### src/rtl/cordic_channel_scheduler.sv
`default_nettype none
// ============================================================================
// Module   : cordic_channel_scheduler
// Purpose  : Shares one iterative CORDIC rotator (rotation mode, circular)
//            between N_CH waveform channels. Round-robin arbitration picks a
//            requesting channel, latches its amplitude (X seed) and phase (Z),
//            fires a one-cycle start strobe, waits for the core's done pulse
//            and returns cos/sin tagged with the channel index.
// Ports    : clk_i, rstn_i (async, active-low)
//            req_i/amp_i/phase_i   per-channel request + packed operands
//            gnt_o                 one-hot grant pulse (operands captured)
//            busy_o                high whenever the FSM is not IDLE
//            cordic_strb_o/x_o/z_o start strobe and operands to the core
//            cordic_done_i/x_i/y_i done pulse and cos/sin from the core
//            res_valid_o/ch_o/cos_o/sin_o  tagged result, valid for 1 cycle
//            timeout_o             WAIT timeout pulse
// Config   : CORDIC_SCHED_TIMEOUT_EN - when defined, WAIT gives up after
//            TIMEOUT_CYCLES cycles without done; otherwise timeout_o is 0.
// Revision : 1.0 - initial release
// ============================================================================
module cordic_channel_scheduler #(
    parameter  int N_CH           = 2,
    parameter  int BITWIDTH       = 10,
    parameter  int TIMEOUT_CYCLES = 15,
    localparam int CH_W           = (N_CH > 1) ? $clog2(N_CH) : 1
) (
    input  logic                     clk_i,
    input  logic                     rstn_i,
    input  logic [N_CH-1:0]          req_i,
    input  logic [N_CH*BITWIDTH-1:0] amp_i,
    input  logic [N_CH*BITWIDTH-1:0] phase_i,
    output logic [N_CH-1:0]          gnt_o,
    output logic                     busy_o,
    output logic                     cordic_strb_o,
    output logic [BITWIDTH-1:0]      cordic_x_o,
    output logic [BITWIDTH-1:0]      cordic_z_o,
    input  logic                     cordic_done_i,
    input  logic [BITWIDTH-1:0]      cordic_x_i,
    input  logic [BITWIDTH-1:0]      cordic_y_i,
    output logic                     res_valid_o,
    output logic [CH_W-1:0]          res_ch_o,
    output logic [BITWIDTH-1:0]      res_cos_o,
    output logic [BITWIDTH-1:0]      res_sin_o,
    output logic                     timeout_o
);

    localparam logic [1:0] c_ST_IDLE  = 2'd0;
    localparam logic [1:0] c_ST_START = 2'd1;
    localparam logic [1:0] c_ST_WAIT  = 2'd2;
    localparam logic [1:0] c_ST_DONE  = 2'd3;

    // Elaboration-time sanity checks on the configuration.
    if (N_CH < 2) begin : g_bad_n_ch
        $error("cordic_channel_scheduler: N_CH must be >= 2");
    end
    if (TIMEOUT_CYCLES < 1) begin : g_bad_timeout
        $error("cordic_channel_scheduler: TIMEOUT_CYCLES must be >= 1");
    end

    logic [1:0]          r_state;
    logic [CH_W-1:0]     r_ptr;
    logic [CH_W-1:0]     r_win;
    logic [N_CH-1:0]     r_gnt;
    logic                r_strb;
    logic [BITWIDTH-1:0] r_x;
    logic [BITWIDTH-1:0] r_z;
    logic                r_res_valid;
    logic [CH_W-1:0]     r_res_ch;
    logic [BITWIDTH-1:0] r_cos;
    logic [BITWIDTH-1:0] r_sin;

    // Round-robin search: walk from the pointer upward, wrapping at N_CH-1.
    // The sum carries one extra bit so the wrap works for any N_CH.
    logic            w_found;
    logic [CH_W-1:0] w_winner;
    logic [CH_W:0]   w_sum;
    logic [CH_W-1:0] w_ptr_next;
    logic [N_CH-1:0] w_gnt_onehot;

    always_comb begin
        w_found  = 1'b0;
        w_winner = '0;
        w_sum    = '0;
        for (int i = 0; i < N_CH; i++) begin
            w_sum = {1'b0, r_ptr} + (CH_W+1)'(i);
            if (w_sum >= (CH_W+1)'(N_CH)) begin
                w_sum = w_sum - (CH_W+1)'(N_CH);
            end
            if (!w_found && req_i[w_sum[CH_W-1:0]]) begin
                w_found  = 1'b1;
                w_winner = w_sum[CH_W-1:0];
            end
        end
    end

    assign w_ptr_next   = (w_winner == CH_W'(N_CH-1)) ? '0 : w_winner + 1'b1;
    assign w_gnt_onehot = N_CH'(1) << w_winner;

`ifdef CORDIC_SCHED_TIMEOUT_EN
    localparam int c_TO_W = (TIMEOUT_CYCLES > 1) ? $clog2(TIMEOUT_CYCLES) : 1;
    logic [c_TO_W-1:0] r_cnt;
    logic              r_timeout;
`endif

    always_ff @(posedge clk_i or negedge rstn_i) begin
        if (!rstn_i) begin
            r_state     <= c_ST_IDLE;
            r_ptr       <= '0;
            r_win       <= '0;
            r_gnt       <= '0;
            r_strb      <= 1'b0;
            r_x         <= '0;
            r_z         <= '0;
            r_res_valid <= 1'b0;
            r_res_ch    <= '0;
            r_cos       <= '0;
            r_sin       <= '0;
`ifdef CORDIC_SCHED_TIMEOUT_EN
            r_cnt       <= '0;
            r_timeout   <= 1'b0;
`endif
        end else begin
            // Pulse outputs default low; each state raises only what it owns.
            r_gnt       <= '0;
            r_strb      <= 1'b0;
            r_res_valid <= 1'b0;
`ifdef CORDIC_SCHED_TIMEOUT_EN
            r_timeout   <= 1'b0;
`endif
            case (r_state)
                c_ST_IDLE: begin
                    if (w_found) begin
                        r_state <= c_ST_START;
                        r_win   <= w_winner;
                        r_ptr   <= w_ptr_next;
                        r_gnt   <= w_gnt_onehot;
                        r_strb  <= 1'b1;
                        r_x     <= amp_i[w_winner*BITWIDTH +: BITWIDTH];
                        r_z     <= phase_i[w_winner*BITWIDTH +: BITWIDTH];
                    end
                end
                c_ST_START: begin
                    // A done arriving on the strobe cycle is stale; ignore it.
                    r_state <= c_ST_WAIT;
`ifdef CORDIC_SCHED_TIMEOUT_EN
                    r_cnt   <= '0;
`endif
                end
                c_ST_WAIT: begin
                    if (cordic_done_i) begin
                        r_state     <= c_ST_DONE;
                        r_res_valid <= 1'b1;
                        r_res_ch    <= r_win;
                        r_cos       <= cordic_x_i;
                        r_sin       <= cordic_y_i;
                    end
`ifdef CORDIC_SCHED_TIMEOUT_EN
                    // Done has priority over a coincident limit.
                    else if (r_cnt == c_TO_W'(TIMEOUT_CYCLES-1)) begin
                        r_state   <= c_ST_IDLE;
                        r_timeout <= 1'b1;
                    end else begin
                        r_cnt <= r_cnt + 1'b1;
                    end
`endif
                end
                c_ST_DONE: begin
                    r_state <= c_ST_IDLE;
                end
                default: begin
                    r_state <= c_ST_IDLE;
                end
            endcase
        end
    end

    assign gnt_o         = r_gnt;
    assign busy_o        = (r_state != c_ST_IDLE);
    assign cordic_strb_o = r_strb;
    assign cordic_x_o    = r_x;
    assign cordic_z_o    = r_z;
    assign res_valid_o   = r_res_valid;
    assign res_ch_o      = r_res_ch;
    assign res_cos_o     = r_cos;
    assign res_sin_o     = r_sin;
`ifdef CORDIC_SCHED_TIMEOUT_EN
    assign timeout_o     = r_timeout;
`else
    assign timeout_o     = 1'b0;
`endif

endmodule
`default_nettype wire

### config.mk
export PLATFORM = sky130hd
export DESIGN_NAME = cordic_channel_scheduler
export DESIGN_NICKNAME = d
export VERILOG_FILES = /design/src/rtl/cordic_channel_scheduler.sv
export SDC_FILE = /design/constraint.sdc
export NUM_CORES = 1
export LEC_CHECK = 0
export CORE_ASPECT_RATIO = 1.75
export CORE_MARGIN = 10
export CORE_UTILIZATION = 30
export CTS_BUF_LIST = sky130_fd_sc_hd__clkbuf_8
export CTS_CLUSTER_DIAMETER = 80
export DETAILED_ROUTE_END_ITERATION = 7
export HOLD_SLACK_MARGIN = 0.05
export PLACE_DENSITY = 0.7
export SYNTH_ARGS = -nofsm -noshare
export SYNTH_HDL_FRONTEND = slang
export SYNTH_SLANG_ARGS = --single-unit
### constraint.sdc
create_clock -name clk_i -period 2.1 [get_ports clk_i]
set_input_delay 0.21 -clock clk_i [delete_from_list [all_inputs] [get_ports clk_i]]
set_output_delay 0.21 -clock clk_i [all_outputs]
set_load 0.05 [all_outputs]
==> impl_metrics.ini <==
[status]
status = finished clean

[critical_path]
crit_type = flip-flop to output pin
cp_slowest_stage_delay_ps = 820
crit_arrival_ps = 1490
critical_path_buf_inv_count = 1
worstPathCellList = clkdlybuf4s50_1
critical-path-top-delay-family = buffers and inverters
critical_path_required_ps = 1890
start_kind = flip-flop
path_max_fanout = 2
slowest_stage = clkdlybuf4s50_1
end_kind = output pin

[layout]
fin_area_um2 = 3380
nets = 336
diodes = 0
nFillCells = 582
drive_gt1_share_pct = 16.7
area_delta_synth_final_pct = 64.6

[logic_synthesis]
synth.area.top_cells = dfrtp_1 60%, mux2_2 12%, a221o_1 7.8%
ys_seq_area_share_pct = 59.8
syn_nets = 218
ys_types = 26
ys_ff_latch = 49
yosys.area.top_type_share_pct = 59.8
syn_inst = 150
ys_warn_count = 0
synth_top_cell_by_area = dfrtp_1
netlist_area_um2 = 2050
syn_avg_cell_area_um2 = 13.7

[power_and_ir_drop]
power_w = 0.00590
power_density_nw_per_um2 = 1750
peakVddDrop_uv = 764
leakagePower_nw = 1.44

[sta]
clock.fmax_mhz = 588
fin_skew_ps = 6.37
min_period_ps = 1700
tns_ps = 0
worst-slew-pin-transition_ps = 651
slew_headroom_pct = 56.6
slew_viol_final = 0
post-route-period-util_pct = 81.0
hold_viol_final = 0
rsz0062_at_grt = false
setup_viol = 0

[global_routing]
overflow = 0
grt_usage_pct = 11.0
grt_pass1_wl_mm = 9.00
grt_pass1_vias = 1822
grt_max_degree = 31
antenna_found_initial = 0

[drt]
antenna_left = 0
vias = 1602
drc = 0
met1_length_mm = 2.16
top_layer = met4
routed_via_density = 4.56
drt_iter0_drc = 38
routed_wl_mm = 5.94
firstDrtPassIters = 3
wl_met2_mm = 3.15
wl_met3_um = 534
post_drt_wl_per_cell_um = 16.9

[floorplan]
start_util_pct = 31.1
dieArea_um2 = 10700
die_w_um = 82.5
rows = 39
pin_count = 112
core_area_um2 = 6590
die-height_um = 129

[place]
hpwl_mm = 4.84
numPortBuffers = 110
postPlaceCellArea_um2 = 3250
routabilityCongestion = 0.719

[clocking]
cts_buffer_depth = 2
cts_resized = 0
clock_sinks = 49
cts-buffers-inserted = 5
cts.clk_slew.worst_paths_ps = 90
cts_tree = built
insertion_delay_ps = 300
h-tree-depth = 2
cts-root-buf = clkbuf_8

[run]
drv_cap = 0

[hold_path]
hp-class = primary input to async pin
-- layout by cell type (no fill, tap or decap) --
cell type        netlist  routed
bufinv_16              0       1
and2_0                 5       5
mux2_2                21      21
nor3b_2                1       1
clkinvlp_4             0       1
and2_1                11      11
o21ai_0                4       4
a21o_1                 2       2
a21oi_1                5       5
nor2_1                 4       4
o32a_1                 1       1
dfrtp_1               49      49
nand2_1                2       2
conb_1                 1       1
nor3_4                 1       1
a221o_1               16      16
dlygate4sd3_1          0       1
nor2b_4                1       1
mux2_1                 1       1
ha_1                   3       3
inv_1                  6       6
clkdlybuf4s50_1        0     108
buf_4                  1       9
buf_2                  4       1
o21ai_2                1       1
clkbuf_8               0       6
or2b_1                 1       1
a21oi_2                1       1
inv_4                  1       1
a31oi_1                4       4
-- cells in the mapped netlist --
cell type,number
nand2_1,2
or2b_1,1
mux2_2,21
ha_1,3
a21oi_2,1
a21oi_1,5
buf_6,3
nor2b_4,1
and2_1,11
o21ai_0,4
o32a_1,1
nor3b_2,1
o21ai_2,1
and2_0,5
a31oi_1,4
inv_1,6
conb_1,1
a21o_1,2
nor3_4,1
buf_4,1
mux2_1,1
inv_4,1
a221o_1,16
dfrtp_1,49
nor2_1,4
buf_2,4
-- through the flow --
stage / std cells / setup WS (ps) / hold WS (ps) / util (%)
after floorplan: 150 / 425 / -85.6 / -
after global placement: 342 / 372 / 279 / 49.3
after detailed placement: 342 / 318 / 276 / 49.3
after CTS: 351 / 377 / 460 / 51.2
after global routing: 351 / 337 / 472 / 51.2
final: 351 / 399 / 459 / 51.2
-- layout make-up --
class	count	area, um2	area share, %
Clock inverter	2	37.5	1.11
Timing Repair Buffer	119	1160	34.5
Multi-Input combinational cell	86	734	21.8
Inverter	7	28.8	0.852
Sequential cell	49	1230	36.3
Clock buffer	6	82.6	2.45
Tap cell	82	103	3.04
-- where the power goes --
group | internal [W] | total [W] | switching (W) | leakage (nW)
clock network | 0.000387 | 0.000705 | 0.000318 | 0.0574
logic | 0.00137 | 0.00357 | 0.00220 | 0.792
registers | 0.00140 | 0.00162 | 0.000222 | 0.594
total | 0.00316 | 0.00590 | 0.00274 | 1.44
-- per-layer routing --
layer	global-route usage (%)	up-vias
met5	0	-
met4	3.86	0
met3	3.95	7
met2	20.0	67
met1	10.9	760
li1	-	768
-- worst reg2reg max path: cells and delay by family (launching register included) --
family | cells | cell delay (ps)
fa+ha+maj | 1 | 230
simple gates | 1 | 160
flops | 1 | 380
buf+inv | 2 | 290
compound gates | 2 | 330
-- state kept, by name, summed over array words and instances, names as in the netlist --
name	flops
cordic_x_o	10
cordic_z_o	10
res_cos_o	10
res_sin_o	10
gnt_o	2
r_state	2
cordic_strb_o	1
r_ptr	1
r_win	1
res_ch_o	1
res_valid_o	1
-- path summary, 6_finish.rpt --
| check | start | end | slack (ps) | cells past startpoint |
|---|---|---|---|---|
| setup / recovery | cordic_z_o[0] | cordic_z_o[0] | 400 | 1 |
| hold reg to reg | r_win | r_win | 480 | 1 |
| max in group asynchronous | rstn_i | cordic_x_o[4] | 1030 | 3 |
| setup reg to reg | r_state[0] | cordic_x_o[6] | 590 | 6 |
| min in group clk_i | phase_i[9] | cordic_z_o[9] | 470 | 3 |
| hold / removal | rstn_i | res_sin_o[3] | 460 | 2 |
-- timing repair --
item                                   in CTS  in global routing
buffers inserted                            0                  0
endpoints found under the hold margin      28                  0
hold buffers                                1                  0
-- logic make-up after synthesis --
logic type | count (synthesis) | share of synthesized area [%]
fa+ha+maj | 3 | 1.83
other cells | 1 | 0.183
flops | 49 | 59.8
buf+inv | 15 | 4.39
mux | 22 | 12.1
simple gates | 26 | 8.42
compound gates | 34 | 13.3
No activity file was read; power rests on OpenSTA's default activity.
